**src/rtl/riscv_muldiv_seq.sv**
```systemverilog
// riscv_muldiv_seq -- iterative RV32M/RV64M multiply/divide unit.
//
// Executes the eight M-extension operations selected by funct3 over XLEN+2
// cycles (radix-2 shift-add multiply or restoring divide on operand
// magnitudes, then a sign-fix cycle). One operation is in flight at a time.
// With FAST_SPEC=1, divide-by-zero and signed-overflow divides skip the
// iteration and complete on the accepting edge.
//
// Ports
//   clk           rising-edge clock
//   reset         asynchronous active-low reset
//   start         request valid, accepted when ready=1
//   ready         unit idle, can accept a request
//   funct3        000 mul, 001 mulh, 010 mulhsu, 011 mulhu,
//                 100 div, 101 divu, 110 rem, 111 remu
//   a, b          rs1 / rs2 operands, latched on the accepting edge
//   flush         synchronous abort to IDLE, discards any result
//   result_valid  result presented (state DONE)
//   result_ready  consumer takes the result
//   result        operation result, 0 outside DONE
//   busy          state != IDLE
module riscv_muldiv_seq #(
    parameter int XLEN      = 32,
    parameter bit FAST_SPEC = 1'b1
) (
    input  logic            clk,
    input  logic            reset,
    input  logic            start,
    output logic            ready,
    input  logic [2:0]      funct3,
    input  logic [XLEN-1:0] a,
    input  logic [XLEN-1:0] b,
    input  logic            flush,
    output logic            result_valid,
    input  logic            result_ready,
    output logic [XLEN-1:0] result,
    output logic            busy
);

    localparam int              CW       = $clog2(XLEN);
    localparam logic [CW-1:0]   CNT_LAST = CW'(XLEN - 1);
    localparam logic [XLEN-1:0] MIN_NEG  = {1'b1, {(XLEN-1){1'b0}}};

    typedef enum logic [1:0] {
        S_IDLE,
        S_RUN,
        S_FIX,
        S_DONE
    } state_e;

    // Operand a is treated as signed for mul, mulh, mulhsu, div, rem.
    function automatic logic op_a_signed(input logic [2:0] op);
        return op[2] ? !op[0] : (op[1:0] != 2'b11);
    endfunction

    // Operand b is treated as signed for mul, mulh, div, rem.
    function automatic logic op_b_signed(input logic [2:0] op);
        return op[2] ? !op[0] : !op[1];
    endfunction

    function automatic logic [XLEN-1:0] magnitude(input logic [XLEN-1:0] x, input logic neg);
        return neg ? ('0 - x) : x;
    endfunction

    // Divide by zero, or the single signed quotient that does not fit.
    function automatic logic spec_hit(input logic is_div, input logic is_unsigned,
                                      input logic [XLEN-1:0] x, input logic [XLEN-1:0] y);
        logic ovf;
        ovf = !is_unsigned && (x == MIN_NEG) && (y == '1);
        return is_div && ((y == '0) || ovf);
    endfunction

    // Architected results for the special cases: x/0 = all ones, x%0 = x,
    // MIN/-1 = MIN, MIN%-1 = 0.
    function automatic logic [XLEN-1:0] spec_val(input logic is_rem,
                                                 input logic [XLEN-1:0] x, input logic [XLEN-1:0] y);
        if (y == '0) begin
            return is_rem ? x : '1;
        end
        return is_rem ? '0 : x;
    endfunction

    state_e          state_q, state_d;
    logic [2:0]      op_q, op_d;
    logic [XLEN-1:0] a_q, a_d;
    logic [XLEN-1:0] b_q, b_d;
    logic [XLEN-1:0] hi_q, hi_d;      // mul: upper partial product; div: remainder
    logic [XLEN-1:0] lo_q, lo_d;      // mul: multiplier / low product; div: dividend / quotient
    logic [CW-1:0]   cnt_q, cnt_d;
    logic [XLEN-1:0] result_q, result_d;
    logic            ready_q, ready_d;
    logic            busy_q, busy_d;
    logic            valid_q, valid_d;

    // Request-side decode, used only on the accepting edge.
    logic            in_hit;
    logic [XLEN-1:0] in_val;
    logic [XLEN-1:0] in_ma, in_mb;

    assign in_hit = spec_hit(funct3[2], funct3[0], a, b);
    assign in_val = spec_val(funct3[1], a, b);
    assign in_ma  = magnitude(a, op_a_signed(funct3) & a[XLEN-1]);
    assign in_mb  = magnitude(b, op_b_signed(funct3) & b[XLEN-1]);

    // Latched-operand decode, used during RUN and FIX.
    logic            sa, sb;
    logic [XLEN-1:0] mag_a, mag_b;

    assign sa    = op_a_signed(op_q) & a_q[XLEN-1];
    assign sb    = op_b_signed(op_q) & b_q[XLEN-1];
    assign mag_a = magnitude(a_q, sa);
    assign mag_b = magnitude(b_q, sb);

    logic [XLEN:0]     mul_sum;
    logic [XLEN:0]     div_trial;
    logic [XLEN:0]     div_diff;
    logic [2*XLEN-1:0] prod_mag, prod_s;
    logic [XLEN-1:0]   quo_s, rem_s, fix_val;

    always_comb begin
        // NOTE: every signal written here gets a default first, so no path
        // leaves one unassigned and no latch is inferred.
        state_d  = state_q;
        op_d     = op_q;
        a_d      = a_q;
        b_d      = b_q;
        hi_d     = hi_q;
        lo_d     = lo_q;
        cnt_d    = cnt_q;
        result_d = result_q;

        // One shift-add step: add |a| when the current multiplier bit is set,
        // then shift the whole {hi,lo} product right by one.
        mul_sum   = {1'b0, hi_q} + (lo_q[0] ? {1'b0, mag_a} : '0);

        // One restoring-divide step: shift the next dividend bit into the
        // remainder and subtract |b|; a clear sign bit means it fits.
        div_trial = {hi_q, lo_q[XLEN-1]};
        div_diff  = div_trial - {1'b0, mag_b};

        prod_mag  = {hi_q, lo_q};
        prod_s    = (sa ^ sb) ? ('0 - prod_mag) : prod_mag;
        quo_s     = (sa ^ sb) ? ('0 - lo_q) : lo_q;
        rem_s     = sa ? ('0 - hi_q) : hi_q;   // truncating: remainder follows a

        if (op_q[2]) begin
            if (spec_hit(1'b1, op_q[0], a_q, b_q)) begin
                fix_val = spec_val(op_q[1], a_q, b_q);
            end else begin
                fix_val = op_q[1] ? rem_s : quo_s;
            end
        end else begin
            fix_val = (op_q[1:0] == 2'b00) ? prod_s[XLEN-1:0] : prod_s[2*XLEN-1:XLEN];
        end

        unique case (state_q)
            S_IDLE: begin
                if (start) begin
                    op_d  = funct3;
                    a_d   = a;
                    b_d   = b;
                    cnt_d = '0;
                    hi_d  = '0;
                    lo_d  = funct3[2] ? in_ma : in_mb;
                    if (FAST_SPEC && in_hit) begin
                        result_d = in_val;
                        state_d  = S_DONE;
                    end else begin
                        state_d  = S_RUN;
                    end
                end
            end
            S_RUN: begin
                if (op_q[2]) begin
                    if (!div_diff[XLEN]) begin
                        hi_d = div_diff[XLEN-1:0];
                        lo_d = {lo_q[XLEN-2:0], 1'b1};
                    end else begin
                        hi_d = div_trial[XLEN-1:0];
                        lo_d = {lo_q[XLEN-2:0], 1'b0};
                    end
                end else begin
                    hi_d = mul_sum[XLEN:1];
                    lo_d = {mul_sum[0], lo_q[XLEN-1:1]};
                end
                if (cnt_q == CNT_LAST) begin
                    cnt_d   = '0;
                    state_d = S_FIX;
                end else begin
                    cnt_d   = cnt_q + CW'(1);
                end
            end
            S_FIX: begin
                result_d = fix_val;
                state_d  = S_DONE;
            end
            S_DONE: begin
                if (result_ready) begin
                    result_d = '0;
                    state_d  = S_IDLE;
                end
            end
        endcase

        // Abort overrides every transition, including acceptance in IDLE.
        if (flush) begin
            state_d  = S_IDLE;
            cnt_d    = '0;
            result_d = '0;
        end

        // Outputs are registered as a decode of the next state.
        ready_d = (state_d == S_IDLE);
        busy_d  = (state_d != S_IDLE);
        valid_d = (state_d == S_DONE);
    end

    // NOTE: sequential state uses non-blocking assignments only, so every
    // flop samples the pre-edge value of every other flop.
    always_ff @(posedge clk or negedge reset) begin
        if (!reset) begin
            state_q  <= S_IDLE;
            op_q     <= '0;
            a_q      <= '0;
            b_q      <= '0;
            hi_q     <= '0;
            lo_q     <= '0;
            cnt_q    <= '0;
            result_q <= '0;
            ready_q  <= 1'b1;
            busy_q   <= 1'b0;
            valid_q  <= 1'b0;
        end else begin
            state_q  <= state_d;
            op_q     <= op_d;
            a_q      <= a_d;
            b_q      <= b_d;
            hi_q     <= hi_d;
            lo_q     <= lo_d;
            cnt_q    <= cnt_d;
            result_q <= result_d;
            ready_q  <= ready_d;
            busy_q   <= busy_d;
            valid_q  <= valid_d;
        end
    end

    assign ready        = ready_q;
    assign busy         = busy_q;
    assign result_valid = valid_q;
    assign result       = result_q;

endmodule

```
**config.mk**
```make
export PLATFORM = sky130hd
export DESIGN_NAME = riscv_muldiv_seq
export DESIGN_NICKNAME = d
export VERILOG_FILES = /design/src/rtl/riscv_muldiv_seq.sv
export SDC_FILE = /design/constraint.sdc
export NUM_CORES = 1
export LEC_CHECK = 0
export ABC_CLOCK_PERIOD_IN_PS = 4800
export BUFFER_PORTS_ARGS = -buffer_cell sky130_fd_sc_hd__clkbuf_2
export CAP_MARGIN = 20
export CORE_MARGIN = 2
export CORE_UTILIZATION = 57
export CTS_CLUSTER_DIAMETER = 30
export DETAILED_ROUTE_END_ITERATION = 10
export PLACE_DENSITY_LB_ADDON = 0.1
export SLEW_MARGIN = 10
export SYNTH_ARGS = -nofsm -noshare
export SYNTH_HDL_FRONTEND = slang
export SYNTH_SLANG_ARGS = --single-unit
```
**constraint.sdc**
```tcl
create_clock -name clk -period 4.8 [get_ports clk]
set_input_delay 0.96 -clock clk [delete_from_list [all_inputs] [get_ports clk]]
set_output_delay 0.96 -clock clk [all_outputs]
set_load 0.02 [all_outputs]
```
==> impl_summary.txt <==
----------------------------------------------------
[Global routing]
  Initial antenna violation count ... 2
  Maximum number of pins on one net before global-route repair ... 98
  Overflow left after global routing ... 0
  First-pass GRT wire length ... 106,000 µm
  Via count of the first global-routing pass ... 17.5k
  Total GRT Usage ... 42.3%

[Yosys]
  Area share of the largest cell type after synthesis ... 24.2%
  Primary flip-flop cell chosen by synthesis mapping ... dfrtp_1
  Synthesized area per cell ... 7.46 µm²
  Cell area after synthesis ... 17,800 µm²
  FFs w/ async S/R, synth ... 100%
  Number of enable-type register cells in the synthesized netlist ... 0
  Distinct cells, synth ... 89
  Flip-flop and latch count after synthesis ... 173
  Top area cells in the synthesized netlist ... dfrtp_1, nand2_1, xor2_1
  Fraction of the yosys area taken by sequential cells ... 24.3%
  Synth warn ... 0
  Syn nets ... 2,535
  Post-synth top area cell ... dfrtp_1
  Number of instances in the synthesized netlist ... 2,387

[STA]
  Remaining max-slew budget at the tightest pin ... 30.9%
  Unrepaired setup endpoints after global routing ... yes
  Count of endpoints failing hold in the final timing report ... 0
  Final Setup Violations ... 2
  Worst-Margin Slew ... 1040 ps
  Post-layout minimum cycle time ... 4800 ps
  Worst path setup slack after routing ... -4.67 ps
  Number of max-slew violations in the final report ... 0
  Clock skew after layout ... 18.8 ps
  Achievable clock frequency ... 208 MHz
  Tcrit/Tclk final ... 100%
  Final sum of negative setup slack ... -6.03 ps

[Power and ir drop]
  Gate power share ... between 60% and 70%
  Sequential group share of total power ... 23.9%
  Net switching power ... 5.13 mW
  Clock power frac ... 15.4%
  Design Power ... approximately 10 mW
  Areal power density over the cells ... 524 nW/µm²
  Switching share of power ... about half
  Int Power ... 5.26 mW
  Worst voltage drop across the vdd grid ... approximately 300 µV
  Static leakage ... 8.63 nW

[Floorplan]
  Number of placement rows ... 64
  Die Height ... 181 µm
  Core box area ... 30,700 µm²
  Area enclosed by the die boundary ... roughly 33,000 µm²
  Effective utilization at floorplan ... 58.1%
  Die Wd ... between 150 and 200 µm
  I/O pin count ... between 100 and 150

[Clock tree]
  Hold_buf cts ... 0
  Total clock buffers created by CTS ... 17
  Maximum buffer depth of the clock tree ... 2
  Clock sinks ... 173
  Worst-path clk slew ... 70 ps
  CTS Root Cell ... clkbuf_16
  CTS HTree Levels ... 4
  CTS tree ... built
  Clock insertion delay at the later pin of the skew report ... ~480 ps

[Routing]
  Count of unresolved DRC violations after routing ... 0
  Total number of vias ... 19.4k
  Routed wire per std cell ... 25.3 µm
  Initial drt markers ... ~2.5k
  Detailed-route wire length ... 71,600 µm
  Via density per instance ... 6.85
  DR pass1 iterations ... 8
  Final ANT Viol Nets ... 0

[Min path]
  Worst min-delay path startpoint ... result[11]
  Worst min-delay path endpoint ... result[11]
  Worst min-delay path class ... flip-flop to flip-flop
  Hold Path Cell Cnt ... 1

[Setup path]
  CP max FO ... 5
  Terminus of the critical flop-to-flop path ... hi_q[22]
  Worst R2R Setup Slack ... -5 ps
  Launch instance of the worst register-to-register path ... b_q[3]
  CP Class ... flip-flop to flip-flop
  Kind of start point of the critical path ... flip-flop
  Reg2Reg Depth ... 18
  Required time of the critical path ... between 5000 and 6000 ps
  Kind of capture point of the worst setup path ... flip-flop
  Critical path arrival ... 5110 ps

[Place]
  Cell Count Post-Placement ... between 2k and 3k
  Half-perimeter wire length after placement ... 54,000 µm
  GPL Wtd Cong ... around 1
  Area after DPL ... 18,800 µm²
  Number of buffers added on ports ... 106

[Finish]
  Filler instances ... roughly 2.8k
  Synth-to-layout area growth ... 11.2%
  Number of nets in the final layout ... 2,575
  Final antenna diode count ... 0
  Final instance count without filler cells ... ~2.8k
  Share of post-route cells with drive strength above 1 ... 13.1%
  Post-route design area ... between 15,000 and 20,000 µm²

[Status]
  Result of the run ... complete, but fails checks
  Violated checks ... negative setup slack

[Run]
  Max-capacitance violation count ... 0

----------------------------------------------------
## critical path: stages (launching register included)
cell	delay [ps]
dfrtp_1	380
or3_4	380
or3_4	430
nor2_4	160
nand2_4	90
o21ai_2	150
xor2_1	200
ha_1	290
a21oi_2	190
or3b_2	450
o211ai_1	310
o21a_1	200
o2111ai_2	130
a221o_1	440
xor2_4	270
buf_6	160
clkbuf_16	150
mux2i_1	180
o21ai_1	80
## cells in the mapped netlist, types with 6 or more instances
library cell  number
nand2_1          333
nor2_1           257
a21oi_1          190
dfrtp_1          172
o21ai_0          158
clkbuf_1         150
xor2_1           130
xnor2_1          128
a211oi_1          89
ha_1              74
mux2i_1           63
nor3_1            56
o31ai_1           49
inv_1             40
or3_1             35
a21o_1            33
nand3_1           29
nand4_1           28
o211ai_1          27
a31oi_1           24
a22oi_1           22
nor4_1            20
or4_1             20
o22ai_1           15
o41ai_1           14
buf_1             13
buf_2             13
a221oi_1          11
nand2b_1          11
o21a_1            11
a211o_1            9
a221o_1            9
and3_1             9
and2_1             8
nor2b_1            8
or2_2              8
nand3b_1           6
o21bai_1           6
o221ai_1           6
## flip-flops by register name (all words and copies together), names as in the netlist
signal        count
a_q              32
b_q              32
busy              1
cnt_q             5
hi_q             32
lo_q             32
op_q              3
ready             1
result           32
result_valid      1
state_q           2
## worst max-delay path by stage
stage,from,to,cells after the start
finish,b_q[3],hi_q[22],18
global route,b_q[3],hi_q[22],22
CTS,b_q[4],hi_q[19],17
detailed placement,b_q[4],hi_q[9],17
global placement,b_q[4],hi_q[7],17
floorplan,op_q[2],hi_q[19],19
## repair_timing
action	in CTS	in global routing
endpoints found under the setup margin	3	33
gates resized for setup	2	52
setup buffers	0	11
cloned	0	2
pin swaps	0	22
## cells in the final DEF, fill, tap and decap left out, types with 22 or more instances in the layout
cell / count
a211oi_1: 86
a21o_1: 33
a21oi_1: 187
a22oi_1: 22
a31oi_1: 22
buf_4: 90
clkbuf_2: 105
dfrtp_1: 171
ha_1: 74
inv_1: 40
mux2i_1: 61
nand2_1: 328
nand3_1: 29
nand4_1: 28
nor2_1: 252
nor3_1: 55
o211ai_1: 27
o21ai_0: 150
o31ai_1: 44
or3_1: 33
xnor2_1: 128
xor2_1: 128
## metal layers
metal | vias to the layer above | routed length, µm | track usage [%]
li1 | 8708 | - | -
met3 | 203 | 7800 | 10.0
met5 | - | 0 | 0
met1 | 9351 | 29000 | 57.1
met4 | 0 | 3320 | 17.7
met2 | 1154 | 31500 | 64.9
## cell families after synthesis
family / share of synthesized area, %
flops: 24.3
compound gates: 26.1
simple gates: 22.7
xor+xnor: 12.7
buf+inv: 4.95
fa+ha+maj: 5.65
mux: 3.60
## layout make-up
cell class,instances,area (µm²),share of cell area [%]
clock buffers,18,439,2.22
clock inverters,13,205,1.04
inverters,40,150,0.758
multi-input cells,1992,12800,64.8
flip-flops and latches,173,4330,21.9
well taps,396,495,2.50
repair buffers,203,1340,6.77
## metrics by stage
step | hold slack (ps) | setup slack, ps | utilization, %
after floorplan | 500 | 16.4 | -
after global placement | 462 | 118 | 61.4
after detailed placement | 468 | -1.28 | 61.4
after CTS | 485 | 46.9 | 63.5
after global routing | 508 | -175 | 64.6
final | 484 | -4.67 | 64.6
## power by group through the flow
stage               logic (mW)  registers, mW  clock network, mW
floorplan                 4.46           2.01                  0
global placement          5.68           2.45                  0
detailed placement        5.77           2.46                  0
CTS                       5.81           2.43               1.60
global route              6.80           2.49               1.64
finish                    6.31           2.48               1.60
(Power assumes the default switching activity.)
